<file path="src/rtl/mips_mem_pkg.sv">
// mips_mem_pkg: shared constants and FSM encoding for the data-memory responder.
package mips_mem_pkg;
    typedef enum logic [1:0] {
        S_IDLE,
        S_WAIT,
        S_RESP
    } state_e;
    localparam int WORD_BYTES = 4;
    localparam int WORD_LSB   = 2;
    localparam int CNT_W      = 4;
endpackage

</file>
<file path="src/rtl/mem_word_array.sv">
// mem_word_array: 2^ADDR_BITS x 32 RAM, synchronous write port and a read port whose
// data the parent registers on the access edge.
module mem_word_array #(
    parameter int ADDR_BITS = 4
) (
    input  logic                 clk,
    input  logic                 we,
    input  logic [ADDR_BITS-1:0] addr,
    input  logic [31:0]          wdata,
    output logic [31:0]          rdata
);
    logic [31:0] mem_q [2**ADDR_BITS];

    always_ff @(posedge clk) begin
        if (we) mem_q[addr] <= wdata;
    end

    assign rdata = mem_q[addr];
endmodule

</file>
<file path="src/rtl/data_mem_responder.sv">
// data_mem_responder: word-addressed RAM behind valid/ready request and response channels with wait states.
// Define MISALIGN_CHK_EN to answer misaligned requests with an immediate error response and no RAM access.
module data_mem_responder
    import mips_mem_pkg::*;
#(
    parameter int ADDR_BITS   = 4,
    parameter int WAIT_CYCLES = 2
) (
    input  logic        clk,
    input  logic        rst,
    input  logic        req_valid,
    output logic        req_ready,
    input  logic        req_write,
    input  logic [31:0] req_addr,
    input  logic [31:0] req_wdata,
    output logic        rsp_valid,
    input  logic        rsp_ready,
    output logic [31:0] rsp_rdata,
    output logic        rsp_err
);
    localparam logic [CNT_W-1:0] CNT_INIT = CNT_W'(WAIT_CYCLES == 0 ? 0 : WAIT_CYCLES - 1);

    state_e               state_q;
    logic [CNT_W-1:0]     cnt_q;
    logic                 write_q, req_ready_q, rsp_valid_q, rsp_err_q;
    logic [ADDR_BITS-1:0] idx_q, req_idx, acc_idx;
    logic [31:0]          wdata_q, rsp_rdata_q, acc_wdata, ram_rdata, load_d;
    logic                 accept, misalign, access, acc_write, ram_we;
    logic                 unused_addr;

    assign req_idx     = req_addr[ADDR_BITS+WORD_LSB-1:WORD_LSB];
    assign accept      = req_valid && req_ready_q;
    assign unused_addr = ^{req_addr[31:ADDR_BITS+WORD_LSB], req_addr[WORD_LSB-1:0]};
`ifdef MISALIGN_CHK_EN
    assign misalign = req_addr[WORD_LSB-1:0] != '0;
`else
    assign misalign = 1'b0;
`endif

    // With zero wait states the access happens on the accept edge, so it uses the live request fields.
    assign acc_write = (state_q == S_IDLE) ? req_write : write_q;
    assign acc_idx   = (state_q == S_IDLE) ? req_idx : idx_q;
    assign acc_wdata = (state_q == S_IDLE) ? req_wdata : wdata_q;
    assign access    = !rst && ((state_q == S_IDLE && accept && WAIT_CYCLES == 0 && !misalign) ||
                                (state_q == S_WAIT && cnt_q == '0));
    assign ram_we    = access && acc_write;
    assign load_d    = acc_write ? '0 : ram_rdata;

    mem_word_array #(.ADDR_BITS(ADDR_BITS)) u_ram (
        .clk  (clk),
        .we   (ram_we),
        .addr (acc_idx),
        .wdata(acc_wdata),
        .rdata(ram_rdata)
    );

    always_ff @(posedge clk) begin
        if (rst) begin
            state_q     <= S_IDLE;
            cnt_q       <= '0;
            write_q     <= 1'b0;
            idx_q       <= '0;
            wdata_q     <= '0;
            req_ready_q <= 1'b0;
            rsp_valid_q <= 1'b0;
            rsp_rdata_q <= '0;
            rsp_err_q   <= 1'b0;
        end else begin
            case (state_q)
                S_IDLE: begin
                    if (accept) begin
                        req_ready_q <= 1'b0;
                        write_q     <= req_write;
                        idx_q       <= req_idx;
                        wdata_q     <= req_wdata;
                        cnt_q       <= CNT_INIT;
                        if (misalign) begin
                            state_q     <= S_RESP;
                            rsp_valid_q <= 1'b1;
                            rsp_err_q   <= 1'b1;
                            rsp_rdata_q <= '0;
                        end else if (WAIT_CYCLES == 0) begin
                            state_q     <= S_RESP;
                            rsp_valid_q <= 1'b1;
                            rsp_rdata_q <= load_d;
                        end else begin
                            state_q <= S_WAIT;
                        end
                    end else begin
                        req_ready_q <= 1'b1;
                    end
                end
                S_WAIT: begin
                    if (cnt_q == '0) begin
                        state_q     <= S_RESP;
                        rsp_valid_q <= 1'b1;
                        rsp_rdata_q <= load_d;
                    end else begin
                        cnt_q <= cnt_q - 1'b1;
                    end
                end
                S_RESP: begin
                    if (rsp_ready) begin
                        state_q     <= S_IDLE;
                        rsp_valid_q <= 1'b0;
                        rsp_rdata_q <= '0;
                        rsp_err_q   <= 1'b0;
                        req_ready_q <= 1'b1;
                    end
                end
                default: state_q <= S_IDLE;
            endcase
        end
    end

    assign req_ready = req_ready_q;
    assign rsp_valid = rsp_valid_q;
    assign rsp_rdata = rsp_rdata_q;
    assign rsp_err   = rsp_err_q;
endmodule

</file>
<file path="config.mk">
export PLATFORM = sky130hd
export DESIGN_NAME = data_mem_responder
export DESIGN_NICKNAME = d
export VERILOG_FILES = /design/src/rtl/mips_mem_pkg.sv /design/src/rtl/mem_word_array.sv /design/src/rtl/data_mem_responder.sv
export SDC_FILE = /design/constraint.sdc
export NUM_CORES = 1
export LEC_CHECK = 0
export BUFFER_PORTS_ARGS = -buffer_cell sky130_fd_sc_hd__buf_2
export CAP_MARGIN = 20
export CELL_PAD_IN_SITES_DETAIL_PLACEMENT = 1
export CELL_PAD_IN_SITES_GLOBAL_PLACEMENT = 1
export CORE_AREA = 2 2 209 211
export CTS_CLUSTER_SIZE = 8
export DETAILED_ROUTE_END_ITERATION = 8
export DIE_AREA = 0 0 211 213
export GPL_ROUTABILITY_DRIVEN = 0
export PLACE_DENSITY_LB_ADDON = 0.25
export SLEW_MARGIN = 25
export SYNTH_ARGS = -nofsm -noshare
export SYNTH_HDL_FRONTEND = slang
export SYNTH_SLANG_ARGS = --single-unit
</file>
<file path="constraint.sdc">
create_clock -name clk -period 4.8 [get_ports clk]
set_input_delay 1.2 -clock clk [delete_from_list [all_inputs] [get_ports clk]]
set_output_delay 1.2 -clock clk [all_outputs]
set_load 0.01 [all_outputs]
</file>
== Yosys cells after proc, flatten, opt, wreduce, memory -nomap -nowiden ==
Memories as Yosys holds them, arrays and structs flattened.
Index checks and enable logic that the tools add are counted.
Cells by class
  add/subtract/negate cells: 1
  equality and inequality tests: 6
  muxes and demuxes: 22
  reduce and logical (&&, ||, !) cells: 15
Operators by type and width (number)
  $mux W32: 4
  $pmux W32 S2: 1
  $mux W4: 3
  $reduce_and A3 Y1: 3
  $pmux W4 S2: 1
  $mux W1: 7
  $mux W2: 3
  $ne A2 B2 Y1 const B: 3
  $pmux W2 S3: 1
  $reduce_bool A2 Y1: 3
  $logic_and A1 B1 Y1: 4
  $logic_not A4 Y1: 1
  $pmux W1 S2: 2
  $reduce_and A2 Y1: 2
  $sub A4 B1 Y4 const B: 1
  $eq A2 B1 Y1 const B: 1
  $eq A2 B2 Y1 const B: 1
  $logic_not A2 Y1: 1
  $ne A2 B1 Y1 const B: 1
  $logic_not A1 Y1: 1
Storage, ports and cells
  register bits after elaboration: 77
  RAM bits: 512
  input port bits: 69
  output and inout port bits: 35
  logic and storage cells: 53
  memories kept: 1
Memories
  u_ram.mem_q: words 16, bits a word 32, read ports 1, clocked after memory_dff 0, write ports 1, line mem_word_array.sv:12  | logic [31:0] mem_q [2**ADDR_BITS];

== Depth between registers and ports, before layout ==
  depth after elaboration: 6
  mapped depth: 10
  mapped depth without buffers: 7

== Cells and area by module ==
A second synthesis with hierarchy kept.
Second synthesis, totals
  cells, all modules: 1205
  area, all modules: 22892.0 sq um
Modules (own cells, without submodules)
  mem_word_array: times used 1, cells an instance 808, area an instance 19222.2 sq um, sequential area each 15374.7 sq um
  data_mem_responder: times used 1, cells an instance 397, area an instance 3669.8 sq um, sequential area each 1541.5 sq um

== Least setup slack after synthesis ==
OpenSTA, ideal clock, no wires.
  path kind: input to register
  from: in req_addr[3]
  to: mem u_ram.mem_q[13][0], enable pin
  setup time: 0.425 ns
  arrival time: 3.659 ns
  required time: 4.375 ns
  path slack: 0.716 ns
  cell stages on the path: 6
  path buffers: 2
  cells stage by stage: nor4b_1 -> a31oi_4 -> buf_6 -> buf_6 -> nand2b_1 -> nor2b_1
Between the ends
  longest elaborated chain between the ends: 1
RTL lines
  start: declaration: line data_mem_responder.sv:14  | input logic [31:0] req_addr,
  $mux W4: line data_mem_responder.sv:42  | assign acc_idx = (state_q == S_IDLE) ? req_idx : idx_q;
  end: declaration: line mem_word_array.sv:12
No other way between the ends.

== Final worst setup path ==
  from: reg state_q[1]
  to: mem u_ram.mem_q[8][28], enable pin
Between the ends
  longest elaborated chain between the ends: 6
  elaborated cells on any way between the ends: 9
  those cells by class: 1 x eq/ne; 4 x mux; 4 x reduce/logical
RTL lines
  start: declaration: line data_mem_responder.sv:23  | state_e state_q;
  start signal: assignment: line data_mem_responder.sv:59  | state_q <= S_IDLE;
  start signal: assignment: line data_mem_responder.sv:78  | state_q <= S_RESP;
  start signal: assignment: line data_mem_responder.sv:83  | state_q <= S_RESP;
  $eq A2 B1 Y1: line data_mem_responder.sv:45  | (state_q == S_WAIT && cnt_q == '0));
  $logic_and A1 B1 Y1: line data_mem_responder.sv:45
  $logic_and A1 B1 Y1: line data_mem_responder.sv:44  | assign access = !rst && ((state_q == S_IDLE && accept && WAIT_CYCLES == 0 && !misalign) ||
  $logic_and A1 B1 Y1: line data_mem_responder.sv:46  | assign ram_we = access && acc_write;
  $mux W1: line mem_word_array.sv:15  | if (we) mem_q[addr] <= wdata;
  $mux W1 (not written as such): line mem_word_array.sv:15
Several ways; a longest one is shown, not always the timed one.

==> qor.yml <==
layout:
  n_fill_cell: 3964
  drive_gt1_share_pct: 13.70
  final_cells: 2167
  area_growth_pct: 16.37
  final_area_sq_um: 25020
  nets: 1623
timing:
  worst_slew_pin_slew_ps: 953.4
  rsz0062_at_grt: "false"
  slew_viol_final: 0
  fmax_ghz: 0.2913
  skew_ps: 20.43
  period_minus_slack_ps: 3433
  final-setup-viol-count: 0
  fin_crit_sh_pct: 71.52
  slew_headroom_pct: 36.44
  tns_ps: 0
  final_hold_viol_count: 0
routing:
  drt_iter0_markers: 1485
  post-route-drc-count: 0
  wl_per_cell_um: 27.70
  final_antenna_net_count: 0
  wl_um: 60020
  dr.pass1.iters: 5
  vias_per_cell: 6.322
  vias: 13700
critical_path:
  reg2reg_from: "state_q[1]"
  reg2reg_slack_ps: 1370
  r2r_end: "u_ram.mem_q[8][28]"
  path_class: "flip-flop to flip-flop"
  crit_path_end_kind: "flip-flop"
  crit_slowest_cell: "or2_2"
  cp_cell_sequence: "or2_2 -> nand3b_1 -> nand2_1 -> nor2b_4 -> buf_4"
  path_buf_inv: 1
  worst_ep_arrival_time_ps: 3720
  cpPeakStageDelay_ps: 810
  path_delay_family: "simple AND/OR/NAND/NOR gates"
  critPathLaunchType: "flip-flop"
  cp_data_required_time_ps: 5080
  reg2reg_depth: 5
  crit_fanout: 40
die:
  die_area_sq_um: 44940
  coreArea_sq_um: 42700
  dieWidth_um: 211
  start_util_pct: 50.35
  fp.dieH_um: 213
  rows: 76
  num_io_pins: 104
yosys:
  synth_top_area_share_pct: 71.52
  synthesis.area_sq_um: 21500
  synth-seq-area-share_pct: 78.69
  syn-num-nets: 1529
  synth-seq-cells: 589
  synth_cell_types: 35
  synth_top_area_cell: "edfxtp_1"
  async_flop_share_pct: 0
  synth.area.top_cells: "edfxtp_1 72%, o22ai_1 7.4%, dfxtp_1 7.2%, nand2_1 3.6%, o21ai_1 3.1%"
  synth-main-ff-cell: "edfxtp_1"
  netlist_instances: 1458
  synth-edff-count: 512
  synth_area_per_cell_sq_um: 14.74
  yosysWarnings: 0
worst_hold_path:
  hp-start: "rsp_rdata[12]"
  whs_path_depth: 2
  hold_path_end: "rsp_rdata[12]"
  hp-class: "flip-flop to flip-flop"
status:
  status: "completed"
global_route:
  first_global_vias: 14440
  globalRoute.totalOverflow: 0
  grt_max_degree: 129
  antenna_found_initial: 1
  grt_pass1_wl_um: 89760
  grt_usage_pct: 27.08
cts:
  cts_resized: 0
  cts_setup_buffers: 0
  cts_hold_buf: 0
  clk_pin_slew_ps: 50
  cts-buffers-inserted: 83
  clock_latency_ps: 600
  cts_root_buffer: "clkbuf_16"
  clockBufferDepth: 3
  cts-htree-levels: 3
  cts_tree: "done"
  clkSinkCount: 589
placement:
  placed_cells: 2013
  portBuffers: 74
  placedInstanceArea_sq_um: 22600
  hpwl_um: 31300
job:
  drv_cap: 0
pwr:
  powerDensity_nw_per_um2: 477.9
  p_leak_nw: 8.197
  worst_ir_drop_vdd_mv: 0.2411
  total_power_mw: 11.96
through the flow:
step	hold slack, ps	setup slack [ps]	utilization (%)
3_5_place_dp	441.4	937.2	52.93
6_report	444.8	1367	58.60
5_1_grt	457.2	1192	58.59
2_1_floorplan	435.7	716.2	-
3_3_place_gp	429.5	980.7	52.93
4_1_cts	450.1	1348	58.59
worst max path at each step:
stage	cells past startpoint	slack (ps)	start	endpoint
2_1_floorplan	6	720	req_addr[3]	u_ram.mem_q[13][0]
3_3_place_gp	5	980	rst	u_ram.mem_q[8][1]
3_5_place_dp	5	940	rst	u_ram.mem_q[8][1]
4_1_cts	5	1350	state_q[1]	u_ram.mem_q[8][7]
5_1_grt	5	1190	state_q[1]	u_ram.mem_q[8][7]
6_report	5	1370	state_q[1]	u_ram.mem_q[8][28]
kinds of logic (layout without fill, tap and decap cells):
family,count (synthesis),in the layout,share of synthesized area (%)
AND/OR/NAND/NOR,292,292,6.047
XOR/XNOR,2,2,0.08150
AO/OA/AOI/OAI,465,465,12.45
buffers and inverters,106,268,2.555
adder cells (fa/ha/maj),2,2,0.1164
multiplexers,1,1,0.04656
other,1,2,0.01744
flip-flops,589,589,78.69
state kept, by name, summed over array words and instances (netlist names):
signal and count:
cnt_q 4, idx_q 4, req_ready 1, rsp_rdata 32, rsp_valid 1, state_q 2, u_ram.mem_q 512, wdata_q 32
write_q 1
layout by cell type (no fill, tap or decap), types with 2 or more instances in the layout:
| master | instances |
|---|---|
| edfxtp_1 | 512 |
| o22ai_1 | 256 |
| nand2_1 | 207 |
| o21ai_1 | 133 |
| clkbuf_16 | 86 |
| dfxtp_1 | 77 |
| buf_2 | 74 |
| clkbuf_1 | 65 |
| a21oi_1 | 43 |
| nand4_1 | 32 |
| o21ai_0 | 27 |
| buf_4 | 25 |
| nor2b_4 | 16 |
| buf_12 | 10 |
| inv_1 | 6 |
| nor2_1 | 6 |
| nand3b_1 | 6 |
| nand2b_1 | 5 |
| nor3_1 | 4 |
| a31oi_4 | 4 |
| nand3_1 | 3 |
| xnor2_1 | 2 |
| nor4_1 | 2 |
| nor4b_1 | 2 |
| ha_1 | 2 |
worst register-to-register path: cells and delay by family, from the launching register on:
family	cells	cell delay [ps]
simple gates	4	2210
flops	1	550
buf+inv	1	360
synthesized netlist by cell type (2+ instances only):
master and n:
nor4_1 2, ha_1 2, nand2b_1 5, o21ai_1 133, edfxtp_1 512, o22ai_1 256, buf_4 3, clkbuf_1 36
buf_1 4, a31oi_1 4, nor2_1 7, o21ai_0 27, nand4_1 32, nor3_1 4, dfxtp_1 77, buf_6 11
nor2b_1 17, buf_2 46, a21oi_1 43, nand2_1 208, nand3b_1 6, xnor2_1 2, nor4b_1 2, nand3_1 3
inv_1 6
routing by layer:
layer / share of wire [%] / global-route usage [%]
met1: 41 / 37.50
met4: 2.4 / 9.543
met3: 7.8 / 4.030
met5: 0 / 0
met2: 49 / 44.17
report_power, final:
group | switching [mW] | internal, mW
clock network | 2.11 | 3.33
logic | 0.601 | 0.209
registers | 0.0231 | 5.68
total | 2.73 | 9.22
cell type report:
| class | count | area [sq um] | area share, % |
|---|---|---|---|
| clock inverters | 2 | 21.27 | 0.08502 |
| inverters | 6 | 22.52 | 0.09002 |
| well taps | 546 | 683.2 | 2.731 |
| multi-input cells | 763 | 4218 | 16.86 |
| repair buffers | 109 | 758.2 | 3.031 |
| diodes | 1 | 2.502 | 0.01000 |
| clock buffers | 151 | 2396 | 9.577 |
| flip-flops and latches | 589 | 16920 | 67.62 |
(Power assumes the default switching activity.)
